File: src/rtl/inst_mem_loader_if.sv
// Byte-stream load port and instruction-fetch port of the instruction-memory loader.
// The slave modport is the loader; the master modport is the stream source / CPU side.
interface inst_mem_loader_if #(
    parameter int ADDR_W = 8,
    parameter int WORD_W = 16
);
    logic              load_start;
    logic [7:0]        load_len;
    logic [7:0]        byte_in;
    logic              byte_valid;
    logic              byte_ready;
    logic [ADDR_W-1:0] PCout;
    logic [WORD_W-1:0] FetchedInst;
    logic              cpu_reset;
    logic              busy;
    logic              load_done;
    logic [7:0]        word_count;

    modport slave (
        input  load_start, load_len, byte_in, byte_valid, PCout,
        output byte_ready, FetchedInst, cpu_reset, busy, load_done, word_count
    );

    modport master (
        output load_start, load_len, byte_in, byte_valid, PCout,
        input  byte_ready, FetchedInst, cpu_reset, busy, load_done, word_count
    );
endinterface

File: src/rtl/inst_mem_loader.sv
// Packs a hi-then-lo byte stream into 16-bit words, writes them into a 2^ADDR_W x WORD_W
// instruction memory, and holds the CPU in reset until the load has completed.
module inst_mem_loader #(
    parameter int ADDR_W = 8,
    parameter int WORD_W = 16
) (
    input  logic               clock,
    input  logic               reset,
    inst_mem_loader_if.slave   bus
);
    typedef enum logic [1:0] {IDLE, GET_HI, GET_LO, DONE} state_t;

    state_t            r_state;
    state_t            w_next;
    logic [7:0]        r_hi;
    logic [ADDR_W-1:0] r_wr_addr;
    logic [7:0]        r_word_count;
    logic [8:0]        r_len;
    logic              r_cpu_reset;
    logic [WORD_W-1:0] r_mem [0:(2**ADDR_W)-1];

    logic              w_start;
    logic              w_take_hi;
    logic              w_take_lo;
    logic              w_ready;
    logic              w_last;

    // 9-bit compare so a length of 256 (load_len=0) terminates after the 256th word
    assign w_last = (({1'b0, r_word_count} + 9'd1) == r_len);

    always_ff @(posedge clock or posedge reset) begin
        if (reset) r_state <= IDLE;
        else       r_state <= w_next;
    end

    always_comb begin
        w_next    = r_state;
        w_start   = 1'b0;
        w_take_hi = 1'b0;
        w_take_lo = 1'b0;
        w_ready   = 1'b0;
        case (r_state)
            IDLE: begin
                if (bus.load_start) begin
                    w_start = 1'b1;
                    w_next  = GET_HI;
                end
            end
            GET_HI: begin
                w_ready = 1'b1;
                if (bus.byte_valid) begin
                    w_take_hi = 1'b1;
                    w_next    = GET_LO;
                end
            end
            GET_LO: begin
                w_ready = 1'b1;
                if (bus.byte_valid) begin
                    w_take_lo = 1'b1;
                    w_next    = w_last ? DONE : GET_HI;
                end
            end
            DONE:    w_next = IDLE;
            default: w_next = IDLE;
        endcase
    end

    always_ff @(posedge clock or posedge reset) begin
        if (reset) begin
            r_hi         <= '0;
            r_wr_addr    <= '0;
            r_word_count <= '0;
            r_len        <= '0;
            r_cpu_reset  <= 1'b1;
        end else begin
            if (w_start) begin
                r_wr_addr    <= '0;
                r_word_count <= '0;
                r_len        <= (bus.load_len == 8'd0) ? 9'd256 : {1'b0, bus.load_len};
                r_cpu_reset  <= 1'b1;
            end
            if (w_take_hi) r_hi <= bus.byte_in;
            if (w_take_lo) begin
                r_wr_addr    <= r_wr_addr + 1'b1;
                r_word_count <= r_word_count + 8'd1;
            end
            if (r_state == DONE) r_cpu_reset <= 1'b0;
        end
    end

    // Memory has no reset: contents survive both reset and subsequent loads
    always_ff @(posedge clock) begin
        if (w_take_lo) r_mem[r_wr_addr] <= {r_hi, bus.byte_in};
    end

    assign bus.FetchedInst = r_mem[bus.PCout];
    assign bus.byte_ready  = w_ready;
    assign bus.busy        = (r_state != IDLE);
    assign bus.load_done   = (r_state == DONE);
    assign bus.cpu_reset   = r_cpu_reset;
    assign bus.word_count  = r_word_count;
endmodule

File: src/flat_wrapper.sv
// flat-port wrapper written by rule: the top's interface ports become plain ports
module inst_mem_loader_flat 
#(
    parameter int ADDR_W = 8,
    parameter int WORD_W = 16
)
  (clock, reset, bus_load_start, bus_load_len, bus_byte_in, bus_byte_valid, bus_PCout, bus_byte_ready, bus_FetchedInst, bus_cpu_reset, bus_busy, bus_load_done, bus_word_count);
  inst_mem_loader_if #(.ADDR_W(ADDR_W), .WORD_W(WORD_W)) bus_i ();
  input  logic clock;
  input  logic reset;
  input wire logic [$bits(bus_i.load_start)-1:0] bus_load_start;
  input wire logic [$bits(bus_i.load_len)-1:0] bus_load_len;
  input wire logic [$bits(bus_i.byte_in)-1:0] bus_byte_in;
  input wire logic [$bits(bus_i.byte_valid)-1:0] bus_byte_valid;
  input wire logic [$bits(bus_i.PCout)-1:0] bus_PCout;
  output wire logic [$bits(bus_i.byte_ready)-1:0] bus_byte_ready;
  output wire logic [$bits(bus_i.FetchedInst)-1:0] bus_FetchedInst;
  output wire logic [$bits(bus_i.cpu_reset)-1:0] bus_cpu_reset;
  output wire logic [$bits(bus_i.busy)-1:0] bus_busy;
  output wire logic [$bits(bus_i.load_done)-1:0] bus_load_done;
  output wire logic [$bits(bus_i.word_count)-1:0] bus_word_count;
  assign bus_i.load_start = bus_load_start;
  assign bus_i.load_len = bus_load_len;
  assign bus_i.byte_in = bus_byte_in;
  assign bus_i.byte_valid = bus_byte_valid;
  assign bus_i.PCout = bus_PCout;
  assign bus_byte_ready = bus_i.byte_ready;
  assign bus_FetchedInst = bus_i.FetchedInst;
  assign bus_cpu_reset = bus_i.cpu_reset;
  assign bus_busy = bus_i.busy;
  assign bus_load_done = bus_i.load_done;
  assign bus_word_count = bus_i.word_count;
  inst_mem_loader #(.ADDR_W(ADDR_W), .WORD_W(WORD_W)) u_core (.clock(clock), .reset(reset), .bus(bus_i));
endmodule
File: config.mk
export PLATFORM = sky130hd
export DESIGN_NAME = inst_mem_loader_flat
export DESIGN_NICKNAME = d
export VERILOG_FILES = /design/src/rtl/inst_mem_loader_if.sv /design/src/rtl/inst_mem_loader.sv /design/src/flat_wrapper.sv
export SDC_FILE = /design/constraint.sdc
export NUM_CORES = 2
export LEC_CHECK = 0
export BUFFER_PORTS_ARGS = -buffer_cell sky130_fd_sc_hd__buf_4
export CELL_PAD_IN_SITES_DETAIL_PLACEMENT = 1
export CELL_PAD_IN_SITES_GLOBAL_PLACEMENT = 1
export CORE_UTILIZATION = 45
export DETAILED_ROUTE_END_ITERATION = 16
export GPL_ROUTABILITY_DRIVEN = 0
export PLACE_DENSITY_LB_ADDON = 0.1
export SYNTH_ARGS = -nofsm -noshare
export SYNTH_HDL_FRONTEND = slang
export SYNTH_SLANG_ARGS = --single-unit
File: constraint.sdc
create_clock -name clock -period 7.45 [get_ports clock]
set_input_delay 2.235 -clock clock [delete_from_list [all_inputs] [get_ports clock]]
set_output_delay 2.235 -clock clock [all_outputs]
set_load 0.02 [all_outputs]
==> results.tsv <==
stage	metric	value	unit
synth	syn_area	0.161	mm²
critical_path	worst_path_most_repeated_cell	buf_12	
floorplanning	die_area	0.360	mm²
global_route	antenna_found_initial	26	
placed_design	postPlaceCellArea	0.175	mm²
timing	skew	43.9	ps
critical_path	startpoint	bus_PCout[1]	
critical_path	reg2reg_to	u_core.r_mem[52][6]	
critical_path	path_buf_inv	10	
critical_path	critical_path.slowest_cell	nor4_4	
placed_design	hpwl	297	mm
critical_path	cp-end-kind	output pin	
drt	wl_per_cell	34.8	µm
finish	fin_area	0.191	mm²
synth	yosys-top-cells-area	edfxtp_1 (76%), mux4_2 (12%), mux2i_1 (3.0%), mux2_2 (1.0%), nor2_1 (0.83%)	
clock_network	cts_max_level	5	
synth	yosys-top-cells-count	edfxtp_1 (4096), mux4_2 (842), mux2i_1 (480)	
floorplanning	pin_count	56	
synth	synth_ff_type	edfxtp_1	
timing	final_max_slew_viol_count	0	
floorplanning	rows	219	
floorplanning	start_util	45.2	%
clock_network	clk_latency	980	ps
clock_network	holdBufCountCts	0	
floorplanning	core	0.356	mm²
run_status	status	finished with violations	
critical_path	crit_path_max_fanout	7	
job	cap_violations	0	
finish	nFillCells	30800	
global_route	grt-ovfl-total	0	
clock_network	cts_buffers	432	
timing	fin_crit_sh	103	%
critical_path	cp.arrival	5460	ps
drt	viasPerCell	6.04	
worst_hold_path	hp-class	register to register	
timing	maxSlewHeadroom	1.66	%
floorplanning	die_y	600	µm
global_route	grt_max_degree	202	
finish	area_growth_syn_to_layout	18.9	%
critical_path	critPathLaunchType	input port	
clock_network	root_buffer	clkbuf_16	
timing	fin_tns_setup	-1670	ps
placed_design	io_buffers	55	
critical_path	slowest_delay	620	ps
synth	seq_area_frac_synth	77.0	%
finish	nets	8795	
synth	synth_largest_area_cell	edfxtp_1	
timing	fmax	0.130	GHz
synth	synthCells	7598	
critical_path	worstSetupPathDepth	17	
critical_path	worst-r2r-cell-count	6	
pwr	fin_total_pwr	0.0541	W
timing	finalSetupViolCount	15	
synth	yosysWarnings	0	
clock_network	cts_num_sinks	4132	
global_route	grt_pass1_vias	85600	
drt	drc	0	
synth	ys_async_sr_fraction	0.871	%
clock_network	cts_tree	yes	
timing	worst_pin_slew	1470	ps
clock_network	path_clk_slew	60	ps
critical_path	critPathKind	input port to output pin	
synth	syn_nets	7636	
timing	setup_ws	-248	ps
pwr	leakagePower	62.2	nW
drt	drt.antenna.violating_nets	0	
drt	drtIter0Drc	9577	
critical_path	cp-endpoint	bus_FetchedInst[7]	
drt	route.vias.total	83800	
floorplanning	die_w	600	µm
critical_path	critPathTopFamily	buffers and inverters	
synth	synth_edf_count	4096	
timing	final_hold_viol_count	0	
critical_path	cp.required	5220	ps
global_route	gr-usage-all-layers	26.5	%
critical_path	path_cells	buf_16, or2_4, buf_12, buf_12, buf_12, buf_12, buf_8, o221ai_4, buf_6, a21oi_2, a211oi_2, buf_4, nor3_4, nor4_4, buf_4, and3_4, buf_8	
pwr	power.density	283	mW/mm²
worst_hold_path	holdCritStartpoint	u_core.r_len[8]	
finish	drive_gt1_share	34.0	%
drt	wl	483	mm
synth	ys_types	72	
run_status	violations	negative setup slack	
drt	dr.pass1.iters	5	
timing	rsz0062_at_grt	yes	
clock_network	cts.path.max_buffers	4	
timing	fin_crit	7700	ps
synth	syn_avg_cell_area	21.2	µm²
global_route	grt_pass1_wl	669	mm
pwr	ir_worst_vdd	0.252	mV
synth	synth_most_common_cell	edfxtp_1	
critical_path	reg2reg_from	u_core.r_state[0]	
synth	synth_seq_cells	4132	
critical_path	reg2reg_slack	3020	ps
synth	post-synth-top-area-fraction	76.4	%
-- stage by stage --
step / util, % / hold WS (ps) / setup slack [ps] / cells
after floorplan: - / 470 / 499 / 7598
after global placement: 49.1 / 493 / -1960 / 13000
final: 53.7 / 507 / -248 / 13900
after CTS: 53.5 / 512 / -149 / 13800
after global routing: 53.7 / 536 / -233 / 13900
after detailed placement: 49.1 / 498 / -1330 / 13000
-- cells by family (layout without fill, tap and decap cells) --
kind of cell	count (synthesis)	after routing	synth area share [%]
multiplexers	1470	1470	15.8
flip-flops	4132	4132	77.0
AO/OA/AOI/OAI	694	694	3.08
buffers and inverters	464	1976	1.66
other	0	11	0
XOR/XNOR	15	15	0.0816
adder cells (fa/ha/maj)	10	10	0.0778
AND/OR/NAND/NOR	813	813	2.29
-- layer usage --
layer  global-route usage (%)  share of wire [%]
met2                     42.3                 48
met5                        0             0.0029
met3                     4.36                6.9
met4                     7.02                2.8
met1                     38.1                 43
-- cells in the final DEF (no fill, tap or decap), types with 19 or more instances in the layout --
cell	Yosys	layout
buf_16	0	23
buf_4	52	966
dfrtp_1	35	27
o22ai_2	1	22
nor3_1	98	84
nand3_1	76	59
a211oi_1	33	26
a221oi_1	64	54
buf_6	66	37
o221ai_1	108	74
nor2_1	357	260
edfxtp_1	4096	4096
bufinv_16	0	33
o22ai_1	144	116
a21oi_1	86	83
clkinv_1	0	111
clkinv_2	0	72
o221ai_2	1	25
o21ai_0	76	65
mux4_2	842	842
nor4_1	34	19
clkbuf_1	191	88
buf_12	4	124
clkbuf_16	0	443
mux2_2	148	148
mux2i_1	480	475
a22oi_1	89	77
nand2_1	150	148
nor2_2	1	82
-- worst min-delay path by stage --
stage                                  to  slack, ps  cells past startpoint
after floorplan           u_core.r_len[8]        470                      2
after detailed placement  u_core.r_len[8]        500                      2
after global placement    u_core.r_len[8]        490                      2
after CTS                 u_core.r_len[8]        510                      2
final                     u_core.r_len[8]        510                      2
after global routing      u_core.r_len[8]        540                      2
-- final cells by class --
class                           count  area [µm²]  area share, %
Clock inverter                    253        2250           1.18
Sequential cell                  4132      124000           64.8
Timing Repair Buffer             1181       11500           6.00
Inverter                            8        42.5         0.0222
Multi-Input combinational cell   3002       36200           18.9
Clock buffer                      534       11400           5.97
Antenna cell                       11        27.5         0.0144
Tap cell                         4751        5940           3.11
-- worst register-to-register path, stage by stage (launching register included) --
cell     delay, ps
dfrtp_1        410
inv_1          140
ha_1           270
and2_1         770
nand3_2        880
nor2_1        1260
buf_4          390
-- registers in the layout (all words and copies together) (netlist names) --
name,cells
u_core.r_state,2
u_core.bus.word_count,8
u_core.r_hi,8
u_core.r_wr_addr,8
u_core.r_len,9
u_core.r_mem,4096
u_core.bus.cpu_reset,1
-- power breakdown --
group	total, W	internal [W]	switching (W)
logic	0.00498	0.00146	0.00352
registers	0.0280	0.0274	0.000572
clock network	0.0211	0.0120	0.00909
-- timing repair --
item	4_1_cts	5_1_grt
endpoints found under the setup margin	16	16
buffers inserted	27	37
resized for setup	234	118
cloned	17	3
pin swaps	47	55
Note: power is estimated with default switching activity, not from simulation.
